`src/rtl/sico_play_stream_adapter.sv`:
```
// sico_play_stream_adapter: turns a tag-toggled, level-held SiCo player channel
// into a valid/ready word stream through a small FIFO.  Rev 1.0
`default_nettype none

module sico_play_stream_adapter #(
  parameter int WIDTH = 8,
  parameter int DEPTH = 4
) (
  input  logic                     clk_i,
  input  logic                     rst_i,
  input  logic [WIDTH:0]           val_i,
  output logic [WIDTH-1:0]         data_o,
  output logic                     valid_o,
  input  logic                     ready_i,
  output logic [$clog2(DEPTH):0]   level_o,
  output logic                     overflow_o,
  output logic [15:0]              drop_cnt_o
);

  localparam int PTR_W = $clog2(DEPTH);
  localparam logic [PTR_W:0] FULL_LEVEL = DEPTH[PTR_W:0];

  logic [WIDTH-1:0] mem [DEPTH];
  logic [PTR_W-1:0] rd_ptr;
  logic [PTR_W-1:0] wr_ptr;
  logic [PTR_W:0]   level;
  logic             last_tag;

  logic tag;
  logic tag_known;
  logic toggle;
  logic full;
  logic pop;
  logic push;
  logic drop;

  assign tag = val_i[WIDTH];

  // An unknown tag means the player has not started yet; only a resolved 0/1 counts.
  always_comb begin
    tag_known = 1'b0;
    if ((tag == 1'b0) || (tag == 1'b1)) tag_known = 1'b1;
  end

  assign toggle = tag_known && (tag != last_tag);
  assign full   = (level == FULL_LEVEL);
  assign pop    = (level != '0) && ready_i;
  assign push   = toggle && (!full || pop);
  assign drop   = toggle && full && !pop;

  always_ff @(posedge clk_i or posedge rst_i) begin
    if (rst_i) begin
      for (int i = 0; i < DEPTH; i++) mem[i] <= '0;
      rd_ptr     <= '0;
      wr_ptr     <= '0;
      level      <= '0;
      last_tag   <= 1'b0;
      overflow_o <= 1'b0;
      drop_cnt_o <= 16'h0000;
    end else begin
      if (toggle) last_tag <= tag;
      if (push) begin
        mem[wr_ptr] <= val_i[WIDTH-1:0];
        wr_ptr      <= wr_ptr + 1'b1;
      end
      if (pop) rd_ptr <= rd_ptr + 1'b1;
      case ({push, pop})
        2'b10:   level <= level + 1'b1;
        2'b01:   level <= level - 1'b1;
        default: level <= level;
      endcase
      if (drop) begin
        overflow_o <= 1'b1;
        if (drop_cnt_o != 16'hFFFF) drop_cnt_o <= drop_cnt_o + 16'h0001;
      end
    end
  end

  assign data_o  = mem[rd_ptr];
  assign valid_o = (level != '0);
  assign level_o = level;

endmodule

`default_nettype wire

```
`config.mk`:
```
export PLATFORM = sky130hd
export DESIGN_NAME = sico_play_stream_adapter
export DESIGN_NICKNAME = d
export VERILOG_FILES = /design/src/rtl/sico_play_stream_adapter.sv
export SDC_FILE = /design/constraint.sdc
export NUM_CORES = 1
export LEC_CHECK = 0
export CAP_MARGIN = 20
export CELL_PAD_IN_SITES_DETAIL_PLACEMENT = 1
export CELL_PAD_IN_SITES_GLOBAL_PLACEMENT = 1
export CORE_MARGIN = 4
export CORE_UTILIZATION = 47
export DETAILED_ROUTE_END_ITERATION = 6
export PLACE_DENSITY_LB_ADDON = 0.2
export SYNTH_ARGS = -nofsm -noshare
export SYNTH_HDL_FRONTEND = slang
export SYNTH_SLANG_ARGS = --single-unit
export TNS_END_PERCENT = 10
```
`constraint.sdc`:
```
create_clock -name clk_i -period 4.53 [get_ports clk_i]
set_clock_uncertainty 0.05 [all_clocks]
set_input_delay 0.906 -clock clk_i [delete_from_list [all_inputs] [get_ports clk_i]]
set_output_delay 0.906 -clock clk_i [all_outputs]
set_load 0.05 [all_outputs]
```
After elaboration in Yosys (flattened, before gate mapping)
Cells that the tools add are included.
- $add $sub $neg: 5
- $lt $le $gt $ge: 3
- equality and inequality tests: 5
- multiplexer cells: 7
- bitwise logic cells: 2
- reduce and logical (&&, ||, !) cells: 11
- operator list (cell ; count):
    bitwise mux 32 bit ; 1
    two-way mux 8 bit ; 3
    adder 16 x 1 -> 16 bit (second input constant) ; 1
    binary-select mux 8 bit (select 2 bit) ; 1
    demux 8 bit (select 2 bit) ; 1
    inequality test 16 bit (second input constant) ; 1
    >= comparator 3 bit (second input constant) ; 2
    inverter 2 -> 3 bit ; 2
    one-hot mux 3 bit (2 select lines) ; 1
    logical AND 1 bit ; 5
    adder 2 x 1 -> 2 bit (second input constant) ; 2
    adder 3 x 1 -> 3 bit (second input constant) ; 1
    == test 3 bit (second input constant) ; 1
    < comparator 3 x 1 -> 1 bit (second input constant) ; 1
    nonzero test 3 bit ; 1
    subtractor 3 x 1 -> 3 bit (second input constant) ; 1
    == test 2 x 1 -> 1 bit (second input constant) ; 1
    == test 2 bit (second input constant) ; 1
    logical NOT 1 bit ; 2
    AND reduction 2 bit ; 1
    nonzero test 2 bit ; 1
    logical OR 1 bit ; 1
    inequality test 1 bit ; 1
- flip-flop bits (word level): 57
- input bits: 12
- output and inout bits: 29
- word-level logic and storage cells: 43

Longest topological paths before layout
- word-level depth: 6
- gate-level depth with buffers: 10
- depth with buffers taken out: 9

Worst setup path after synthesis
No wires, ideal clock.
- path type: input to register
- start point: input port ready_i
- end point: register level[2], in the netlist level_o[2]
- setup time: 0.082 ns
- data arrival time: 2.473 ns
- data required time: 4.398 ns
- setup slack: 1.925 ns
- stages: 10
- buffers on the path: 1
- cells stage by stage: nor4b_4 -> nor2b_1 -> buf_4 -> inv_1 -> ha_1 -> inv_1 -> fa_1 -> xor2_1 -> nor2_1 -> xor2_1
- cells in the longest elaborated chain, start to end: 5
- elaborated cells on any way between the ends: 7
- those cells by class: eq/ne: 2; mux: 1; reduce/logical: 4
- ends and longest elaborated chain (item ; line ; RTL):
    from (decl) ; 14 ; input logic ready_i,
    logical AND 1 bit (*) ; 47 ; assign pop = (level != '0) && ready_i;
    logical OR 1 bit ; 48 ; assign push = toggle && (!full || pop);
    logical AND 1 bit ; 48 ;
    == test 2 x 1 -> 1 bit or == test 2 bit (tied branches) ; 67 ; case ({push, pop})
    one-hot mux 3 bit (2 select lines) or nonzero test 2 bit (tied branches) ; - ;
    to (signal assigned) ; 68 ; 2'b10: level <= level + 1'b1;
    to (signal assigned) ; 69 ; 2'b01: level <= level - 1'b1;
    to (signal assigned) ; 70 ; default: level <= level;
    to (decl) ; 26 ; logic [PTR_W:0] level;
Mark *: on every way between the ends. The rest lies on a longest branch, timed or not.
A chain may end at the register's enable or synchronous reset.

Worst setup path after layout
- start point: register rd_ptr[0]
- end point: output port data_o[3]
- cells in the longest elaborated chain, start to end: 4
- ends and longest elaborated chain (item ; line ; RTL):
    from (decl) ; 24 ; logic [PTR_W-1:0] rd_ptr;
    from (signal assigned) ; 66 ; if (pop) rd_ptr <= rd_ptr + 1'b1;
    inverter 2 -> 3 bit (implied by the code) ; 79 ; assign data_o = mem[rd_ptr];
    binary-select mux 8 bit (select 2 bit) ; 79 ;
    two-way mux 8 bit (implied by the code) (2 in a row) ; 79 ;
    to (decl) ; 12 ; output logic [WIDTH-1:0] data_o,
No other way between the ends. The select of a mux whose other input is x is not followed.

==> flow_summary.ini <==
[setup_path]
rr_worst_depth = 10
path_delay_family = buffers and inverters
critPathMaxFanout = 10
rrSetupSlack_ns = 2.07
crit_type = flop to primary output
worstSetupEndpointType = primary output
path_buf_inv = 1
rr_startpoint = level_o[0]
crit_slowest_cell = clkdlybuf4s50_1
crit_required_ns = 3.57
crit_path_start_kind = flop
cpPeakStageDelay_ns = 0.72
worstPathCellList = mux4_2 > clkdlybuf4s50_1
r2r_end = level_o[2]
critPathArrivalTime_ns = 2.33

[detailed_routing]
routed_wl_um = 5770
highest_layer = met4
wl_met1_um = 2570
wl_met3_um = 235
num_vias = 1698
drtPass1Iterations = 4
wl_per_cell_um = 18.1
first_iter_violations = 50
drc = 0
dr_wl_met2_um = 2880
antenna_left = 0
via_per_inst = 5.32

[synth]
synthFlopType = dfrtp_1
synthTopCellsByCount = dfrtp_1 (57), mux2_2 (32), xor2_1 (18)
ys_seq_elements = 57
yosys.area.top_type = dfrtp_1
synth_top_cell_area_share_pct = 52.9
syn_nets = 212
yosysUniqueCellTypes = 33
syn_avg_cell_area_um2 = 14.0
synthCells = 193
ys_top_cells_by_area = dfrtp_1 (53%), mux2_2 (13%), mux4_2 (6.7%)
synth_edf_count = 0
syn_area_um2 = 2700
synth_async_sr_flop_share_pct = 100
yosysSeqAreaShare_pct = 52.9
yosysMostFrequentCell = dfrtp_1
yosysWarnings = 0

[power]
p_int_mw = 1.50
combPwrFrac_pct = 46.7
p_switching_mw = 0.995
ir_drop_uv = 452
p_leak_nw = 1.53
powerDensity_nw_per_um2 = 739
pwr-share-seq_pct = 34.9
swShare_pct = 39.9
p_clk_share_pct = 18.4

[global_route]
grt_pass1_vias = 1927
grt_max_degree = 39
grt.overflow.total = 0
grt_pass1_wl_um = 9970
antenna_found_initial = 0
grt.total_usage_pct = 18.4

[clocking]
clk_latency_ns = 0.33
clockRootBuffer = clkbuf_8
post_cts.repair.setup_buffers = 0
cts_tree = yes
cts.path.max_buffers = 2
postCtsHoldBufs = 0
cts_num_sinks = 57
path_clk_slew_ns = 0.06
htreeDepth = 3
numCtsBuffers = 9
cts-resized-gates = 0

[run_status]
status = complete, no violations

[finish]
area_growth_pct = 25.0
fin_nets = 261
fin_util_pct = 60.9
drive_gt1_share_pct = 27.9
finalNonFillerCells = 319
diodes = 0
postLayoutCellArea_um2 = 3370

[timing]
rsz0062_at_grt = no
max_freq_mhz = 304
whs_ns = 0.413
tns_ns = 0
hold_violations = 0
period_minus_slack_ns = 3.29
maxSlewViolCount = 0
worst_pin_slew_ns = 0.801
finalCritPeriodShare_pct = 72.6
max_slew_margin_pct = 46.5
setup_violations = 0

[floorplanning]
num_io_pins = 41
initial_core_util_pct = 48.7
die_y_um = 83.8
die-width_um = 83.8
core_um2 = 5540
dieArea_um2 = 7020
rows = 27

[place]
port_buffers = 40
numPlacedInstances = 303
place_area_um2 = 3190
gp_congestion = 0.787
dpl.hpwl_um = 4150

[hold_path]
holdPathEnd = overflow_o
hold_class = flop to flop
min_from = overflow_o
hold_depth = 1

[run]
drv_cap = 0
==> cells in the final DEF (no fill, tap or decap), drive strengths merged, types with 2 or more instances in the layout <==
cell,instances
and2,2
and3,2
and4,2
buf,2
clkbuf,13
clkdlybuf4s50,40
clkinv,2
dfrtp,57
ha,6
inv,7
mux2,33
mux4,8
nand2,15
nand3,3
nand4,5
nor2,4
nor3,7
nor3b,2
nor4,4
nor4b,2
o21ai,3
xnor2,3
xor2,18
==> sequential cells by signal (all words and copies together) (netlist names) <==
register	cells
level_o	3
mem	32
drop_cnt_o	16
overflow_o	1
wr_ptr	2
last_tag	1
rd_ptr	2
==> stage by stage <==
stage	power, mW	worst slack (ns)
after floorplan	1.71	1.93
final	2.49	1.24
after CTS	2.52	1.23
after global routing	2.63	1.16
after global placement	2.00	1.40
after detailed placement	2.06	1.18
==> worst reg2reg max path: stages, from the launching register on <==
cell and delay (ns):
dfrtp_1 0.45, nor4b_4 0.42, nor2b_1 0.08, buf_4 0.20
inv_1 0.08, ha_1 0.20, inv_1 0.09, fa_1 0.38
xor2_1 0.16, nor2_1 0.13, xor2_1 0.15
==> cell type report <==
type / count / area, µm²
clock buffers: 13 / 149
clock inverters: 3 / 40.0
fillers: 569 / 2170
inverters: 7 / 26.3
multi-input cells: 125 / 1230
flip-flops and latches: 57 / 1430
well taps: 72 / 90.1
repair buffers: 42 / 415
==> worst max path at each step <==
stage | start | to | slack [ns] | depth (start not counted)
after CTS | rd_ptr[0] | data_o[3] | 1.23 | 2
after global placement | ready_i | level_o[2] | 1.40 | 11
final | rd_ptr[0] | data_o[3] | 1.24 | 2
after detailed placement | ready_i | level_o[2] | 1.18 | 11
after floorplan | ready_i | level_o[2] | 1.93 | 10
after global routing | rd_ptr[0] | data_o[3] | 1.16 | 2
==> power by group through the flow <==
| stage | sequential [mW] | combinational, mW | clock (mW) |
|---|---|---|---|
| after CTS | 0.874 | 1.18 | 0.471 |
| after floorplan | 0.904 | 0.802 | 0 |
| after detailed placement | 0.881 | 1.17 | 0 |
| after global routing | 0.903 | 1.23 | 0.501 |
| final | 0.871 | 1.16 | 0.460 |
| after global placement | 0.868 | 1.13 | 0 |
==> per-layer routing <==
layer / vias up / GRT usage, %
met2: 36 / 28.9
met4: 0 / 6.87
met1: 869 / 23.3
met3: 8 / 6.42
met5: - / 0
li1: 785 / -
==> kinds of logic after synthesis <==
logic type | synth area share [%]
mux | 20.8
buf+inv | 1.67
fa+ha+maj | 3.52
simple gates | 13.8
compound gates | 0.556
xor+xnor | 6.82
flops | 52.9
Power figures use the tool's default switching activity.
